$ cat config.mk
export PLATFORM = sky130hd
export DESIGN_NAME = reg_access_ctrl
export DESIGN_NICKNAME = d
export VERILOG_FILES = /design/src/rtl/reg_access_ctrl.sv
export SDC_FILE = /design/constraint.sdc
export NUM_CORES = 1
export LEC_CHECK = 0
export ABC_AREA = 1
export BUFFER_PORTS_ARGS = -buffer_cell sky130_fd_sc_hd__buf_2
export CAP_MARGIN = 10
export CORE_ASPECT_RATIO = 1.2
export CORE_UTILIZATION = 46
export DETAILED_ROUTE_END_ITERATION = 16
export GPL_TIMING_DRIVEN = 0
export PLACE_DENSITY = 0.84
export SLEW_MARGIN = 20
export SYNTH_ARGS = -nofsm -noshare
export SYNTH_HDL_FRONTEND = slang
export SYNTH_SLANG_ARGS = --single-unit
$ cat constraint.sdc
create_clock -name Clk -period 1.4 [get_ports Clk]
set_input_delay 0.07 -clock Clk [delete_from_list [all_inputs] [get_ports Clk]]
set_output_delay 0.07 -clock Clk [all_outputs]
set_load 0.01 [all_outputs]
$ cat src/rtl/reg_access_ctrl.sv
// reg_access_ctrl: sequences one register-to-register ALU instruction at a time
// through IDLE -> READ -> EXEC -> WAIT -> WB. It fetches the operands, starts the
// ALU, waits for its result with a bounded timeout, and then writes the result back.
// Optional feature: define ZERO_REG_ENABLE_EN to make register 0 a hard zero.
// With the macro set, register 0 reads as 0 and a write to register 0 is dropped.
// ALU_TIMEOUT must be at least 1.
module reg_access_ctrl #(
  parameter int ALU_TIMEOUT = 15
) (
  input  logic        Clk,
  input  logic        RstN,
  input  logic        InstValid,
  output logic        InstReady,
  input  logic [4:0]  InstRs,
  input  logic [4:0]  InstRt,
  input  logic [4:0]  InstRd,
  input  logic [2:0]  InstOp,
  output logic [4:0]  ReadRegNum1,
  output logic [4:0]  ReadRegNum2,
  input  logic [31:0] ReadOut1,
  input  logic [31:0] ReadOut2,
  output logic [31:0] AluA,
  output logic [31:0] AluB,
  output logic [2:0]  AluOp,
  output logic        AluStart,
  input  logic [31:0] AluResult,
  input  logic        AluDone,
  output logic        WriteEn,
  output logic [4:0]  WriteRegNum,
  output logic [31:0] RegData,
  output logic        Error
);

  // The counter must be able to hold ALU_TIMEOUT itself, because it steps once
  // more on the final WAIT cycle.
  localparam int CW = (ALU_TIMEOUT < 2) ? 1 : $clog2(ALU_TIMEOUT + 1);
  localparam logic [CW-1:0] LAST_WAIT = CW'(ALU_TIMEOUT - 1);

  typedef enum logic [2:0] {
    ST_IDLE,
    ST_READ,
    ST_EXEC,
    ST_WAIT,
    ST_WB
  } state_t;

  state_t          state_reg, state_next;
  logic [4:0]      rs_reg, rt_reg, rd_reg;
  logic [2:0]      op_reg;
  logic [31:0]     alu_a_reg, alu_b_reg, reg_data_reg;
  logic [CW-1:0]   count_reg;
  logic [31:0]     operand_a, operand_b;
  logic            timeout_hit;
  logic            accept;

  assign accept = InstValid && (state_reg == ST_IDLE);

  // Operand selection: register 0 is optionally a hard zero.
`ifdef ZERO_REG_ENABLE_EN
  assign operand_a = (rs_reg == 5'd0) ? 32'd0 : ReadOut1;
  assign operand_b = (rt_reg == 5'd0) ? 32'd0 : ReadOut2;
`else
  assign operand_a = ReadOut1;
  assign operand_b = ReadOut2;
`endif

  // State register.
  always_ff @(posedge Clk or negedge RstN) begin
    if (!RstN) begin
      state_reg <= ST_IDLE;
    end else begin
      state_reg <= state_next;
    end
  end

  // Next-state logic. When AluDone arrives on the last permitted WAIT cycle,
  // AluDone takes priority over the timeout.
  always_comb begin
    state_next  = state_reg;
    timeout_hit = 1'b0;
    case (state_reg)
      ST_IDLE: begin
        if (InstValid) begin
          state_next = ST_READ;
        end
      end
      ST_READ: state_next = ST_EXEC;
      ST_EXEC: state_next = ST_WAIT;
      ST_WAIT: begin
        if (AluDone) begin
`ifdef ZERO_REG_ENABLE_EN
          state_next = (rd_reg == 5'd0) ? ST_IDLE : ST_WB;
`else
          state_next = ST_WB;
`endif
        end else if (count_reg == LAST_WAIT) begin
          timeout_hit = 1'b1;
          state_next  = ST_IDLE;
        end
      end
      ST_WB:   state_next = ST_IDLE;
      default: state_next = ST_IDLE;
    endcase
  end

  // Datapath: instruction latch, operand capture, timeout counter and result capture.
  always_ff @(posedge Clk or negedge RstN) begin
    if (!RstN) begin
      rs_reg       <= 5'd0;
      rt_reg       <= 5'd0;
      rd_reg       <= 5'd0;
      op_reg       <= 3'd0;
      alu_a_reg    <= 32'd0;
      alu_b_reg    <= 32'd0;
      reg_data_reg <= 32'd0;
      count_reg    <= '0;
    end else begin
      if (accept) begin
        rs_reg <= InstRs;
        rt_reg <= InstRt;
        rd_reg <= InstRd;
        op_reg <= InstOp;
      end
      if (state_reg == ST_READ) begin
        alu_a_reg <= operand_a;
        alu_b_reg <= operand_b;
      end
      if (state_reg == ST_EXEC) begin
        count_reg <= '0;
      end
      if (state_reg == ST_WAIT) begin
        if (AluDone) begin
          reg_data_reg <= AluResult;
        end else begin
          count_reg <= count_reg + 1'b1;
        end
      end
    end
  end

  // The strobes are decoded from the registered state, so each one lasts exactly one cycle.
  assign InstReady   = (state_reg == ST_IDLE);
  assign AluStart    = (state_reg == ST_EXEC);
  assign WriteEn     = (state_reg == ST_WB);
  assign Error       = timeout_hit;
  assign ReadRegNum1 = rs_reg;
  assign ReadRegNum2 = rt_reg;
  assign WriteRegNum = rd_reg;
  assign AluOp       = op_reg;
  assign AluA        = alu_a_reg;
  assign AluB        = alu_b_reg;
  assign RegData     = reg_data_reg;

endmodule

# ---- After elaboration in Yosys (flattened, before gate mapping)
# Index checks and enable logic that the tools add are counted.
dict set report totals {
  elab_cells 31
  out_inout_bits 118
  inputBits 118
  reg_bits 121
}
dict set report op_classes {
  add_sub_neg 1
  n_reduce_logical 4
  mux 10
  n_eq_ne 7
}
# op count
set ops {}
lappend ops {{$mux W4} 3}
lappend ops {{$pmux W3 S4} 1}
lappend ops {{$mux W3} 3}
lappend ops {{$eq A3 B2 Y1 const B} 2}
lappend ops {{$add A4 B1 Y4 const B} 1}
lappend ops {{$eq A4 B4 Y1 const B} 1}
lappend ops {{$reduce_and A2 Y1} 2}
lappend ops {{$eq A3 B1 Y1 const B} 1}
lappend ops {{$eq A3 B3 Y1 const B} 1}
lappend ops {{$logic_not A3 Y1} 1}
lappend ops {{$mux W1} 3}
lappend ops {{$ne A3 B3 Y1 const B} 1}
lappend ops {{$ne A2 B2 Y1 const B} 1}
lappend ops {{$logic_and A1 B1 Y1} 1}

# ---- Depth between registers and ports, before layout
dict set report logic_depth {
  word_depth 4
  mapped_depth 8
  ltp_nobuf 7
}

# ---- Worst setup path before layout
# No wires, ideal clock.
dict set report synth_path {
  path_kind {reg-to-reg}
  startpoint {reg state_reg[1]}
  endpoint {reg op_reg[2], in the netlist AluOp[2]}
  t_arrival_ns 1.053
  setup_ns 0.117
  path_stages_with_launch 8
  period_less_slack_ns 1.170
  n_path_buf 1
  required_time_ns 1.283
  setup_slack_ns 0.230
  cell_sequence {dfrtp_1 nor2_1 nand2_1 inv_2 nand2_2 buf_2 nand2_1 nand2_1}
}
dict set report synth_between {
  elab_chain_cells 2
}
# item line_no
set synth_rtl {}
lappend synth_rtl {{start: declaration} 47} ;# state_t state_reg, state_next;
lappend synth_rtl {{start signal: assignment} 72} ;# state_reg <= state_next;
lappend synth_rtl {{$logic_not A3 Y1} 56} ;# assign accept = InstValid && (state_reg == ST_IDLE);
lappend synth_rtl {{$logic_and A1 B1 Y1} 56}
lappend synth_rtl {{end signal: assignment} 122} ;# op_reg <= InstOp;
lappend synth_rtl {{end: declaration} 49} ;# logic [2:0] op_reg;
# No other way between the ends.
# A chain may end at the register's enable or synchronous reset.

# ---- Final worst setup path
dict set report layout_path {
  startpoint {reg count_reg[0]}
  endpoint {out Error}
}
dict set report layout_between {
  elab_chain_cells 4
}
# item line_no
set layout_rtl {}
lappend layout_rtl {{start: declaration} 51} ;# logic [CW-1:0] count_reg;
lappend layout_rtl {{start signal: assignment} 135} ;# count_reg <= count_reg + 1'b1;
lappend layout_rtl {{$eq A4 B4 Y1} 96} ;# end else if (count_reg == LAST_WAIT) begin
lappend layout_rtl {{$mux W1} 96}
lappend layout_rtl {{$mux W1} 90} ;# if (AluDone) begin
lappend layout_rtl {{$mux W1} 81} ;# case (state_reg)
lappend layout_rtl {{end: declaration} 31} ;# output logic Error
# No other way between the ends.

==> impl_results.md <==
* Worst EP arrival at 1370 ps
* PD cells at 2230 nW/um^2
* WL/cell at 15.9 um
* # H-tree levels at 4
* Final net count at 1052
* Tcrit/Tclk final at 1.03
* Slew @ Worst Pin at 564 ps
* DR vias at 5452
* CTS Sinks at 121
* Grt ovf at 0
* Final TNS setup at -85.9 ps
* Pin count of the biggest net entering global routing at 62
* Placeable Area at 10100 um^2
* Routed WL at 17000 um
* Worst endpoint required time at 1330 ps
* Sequential cell area fraction in the yosys report at 0.627
* Port Buf Inserts at 235
* GRT Total Usage at 0.317
* First-pass GRT wire length at 26000 um
* Synth top area share at 0.627
* Finish-stage setup viols at 3
* Hold Fails Final Rpt at 0
* Max_cap viols at 0
* Crit Path Class: reg -> out
* Post-DP HPWL at 9290 um
* CP max FO at 5
* Min Tclk post-route at 1440 ps
* Initial antenna violation count at 2
* Fmax at 693 MHz
* Iter 0 DRT Violations at 239
* Rows at 40
* First-pass iteration count of the detailed router at 7
* Clk slew on worst S/H paths at 50 ps
* Synth Register Bits at 121
* Util after Layout at 0.812
* Final Slew Violations at 0
* Yosys warning count at 0
* IO Count at 236
* Layout filler cell count at 590
* Multi-input logic area at 1640 um^2
* Crit start category: flop
* CTS tree: built
* Die width at 95.5 um
* Gp weighted congestion at 0.772
* Max_slew headroom at 0.624
* Post-Place Worst Slack at 4.99 ps
* Area delta synth->final at 70.2%
* Finished Cell Area at 8210 um^2
* Clk root buf: clkbuf_16
* Ratio of cells with drive above 1 in the final layout at 0.346
* Syn_nets at 667
* Mapped Area at 4830 um^2
* Die H at 114 um
* Vias in the first global route at 5618
* CP max-delay cell: dfrtp_1
* Max VDD drop at 1180 uV
* Clock latency on the worst-skew pair at 400 ps
* Violated checks: negative setup slack
* Die ar. at 10900 um^2
* Hold Crit Class: in -> reg
* Sequence of cells on the critical path: inv_1 -> ha_1 -> nand3_2 -> nor2_1 -> buf_2
* Setup Skew at 8.65 ps
* # DRC at 0
* Unrepaired setup endpoints after global routing: true
* CTS Buffer Depth at 2
* Netlist cell types at 16
* Syn avg cell area at 8.82 um^2
* TritonCTS buffer count at 17
* Pleak at 4.62 nW
* DR vias/cell at 5.08
* Mapped Cells at 547
* Outcome: finished with violations
* Starting Density at 0.477
* Worst setup EP type: primary output
* Top post-synthesis cells by area: dfrtp_1, nand2_1, nand3_1
* DRT antenna net count at 0
* Delay of the slowest critical-path stage at 410 ps
* Register area at 3030 um^2
* Cell Area, Placed at 6190 um^2
* Final worst slack at -43.6 ps
* Area leader, netlist: dfrtp_1
==> logic make-up after synthesis <==
logic type,count (synthesis),synth area share
compound gates,3,0.00311
fa+ha+maj,2,0.00518
buf+inv,45,0.0469
flops,121,0.627
simple gates,376,0.317
==> layout by cell type, fill, tap and decap left out <==
cell type and instances:
nor3_2 1, buf_6 10, dfrtp_2 2, ha_1 2, dlygate4sd3_1 115, o21ai_0 2, nand2_8 1, nand2_1 272
buf_8 2, dfrtp_1 119, nand2_2 5, inv_8 1, diode_2 2, nand3_4 1, clkbuf_8 2, nand3_2 1
a21oi_1 1, clkbuf_1 7, nor2_2 1, clkinv_2 4, nor2_1 3, buf_16 1, nand3_1 89, bufinv_16 2
buf_2 238, nor2_4 2, clkbuf_4 2, clkbuf_16 18, clkinvlp_4 2, buf_4 26, inv_2 4, inv_1 8
clkbuf_2 1
==> per-layer routing <==
layer | GRT usage | up-vias | share of wire
met4 | 0.192 | 0 | 0.042
met2 | 0.553 | 321 | 0.52
met1 | 0.329 | 2567 | 0.35
met3 | 0.0943 | 71 | 0.082
li1 | - | 2493 | -
met5 | 0 | - | 0
==> layout make-up <==
type                    instances  area share
flip-flops and latches        121       0.369
repair buffers                368       0.308
multi-input cells             381       0.199
clock buffers                  24      0.0574
plain buffers                  30      0.0285
well taps                     126      0.0192
clock inverters                 8      0.0116
inverters                      13     0.00686
diodes                          2    0.000609
==> through the flow <==
step / total power, mW / hold slack (ps) / cells
after floorplan: 9.86 / -226 / 547
after detailed placement: 12.7 / 80.0 / 909
after CTS: 17.5 / 42.6 / 1067
final: 18.3 / 62.8 / 1073
after global routing: 19.5 / 68.5 / 1073
after global placement: 12.5 / 263 / 908
==> synth_stat cells <==
| cell type | instances |
|---|---|
| a21oi_1 | 1 |
| buf_2 | 24 |
| buf_4 | 3 |
| buf_6 | 2 |
| clkbuf_1 | 3 |
| clkinv_2 | 1 |
| dfrtp_1 | 121 |
| ha_1 | 2 |
| inv_1 | 10 |
| inv_2 | 2 |
| nand2_1 | 276 |
| nand2_2 | 2 |
| nand3_1 | 91 |
| nor2_1 | 6 |
| nor3_1 | 1 |
| o21ai_0 | 2 |
==> repair_timing <==
action	CTS	global route
endpoints found under the hold margin	174	0
endpoints found under the setup margin	7	108
pin swaps	5	5
cloned	0	1
gates resized for setup	15	50
hold buffers	115	0
buffers inserted	13	3
==> where the power goes <==
group / total (mW) / switching (mW) / internal (mW)
registers: 6.15 / 0.987 / 5.17
clock network: 4.17 / 1.47 / 2.70
logic: 7.97 / 4.69 / 3.28
total: 18.3 / 7.15 / 11.1
==> final timing paths <==
| kind | startpoint | endpoint | slack [ps] | cells past startpoint |
|---|---|---|---|---|
| min | InstValid | WriteRegNum[0]$_DFFE_PN0P_ | 60 | 4 |
| max reg2reg | state_reg[1]$_DFFE_PN0P_ | count_reg[0]$_DFF_PN0_ | 20 | 9 |
| min reg2reg | AluA[21]$_DFFE_PN0P_ | AluA[21]$_DFFE_PN0P_ | 470 | 2 |
| max in group asynchronous | RstN | AluA[13]$_DFFE_PN0P_ | 510 | 3 |
| min in group asynchronous | RstN | RegData[10]$_DFFE_PN0P_ | 200 | 2 |
| max | count_reg[0]$_DFF_PN0_ | Error | -40 | 5 |
==> worst max-delay path, delay by kind of cell (launching register included) <==
kind,cells,cell delay [ps]
fa+ha+maj,1,160
buf+inv,2,210
flops,1,410
simple gates,2,190
Note: power is estimated with default switching activity, not from simulation.
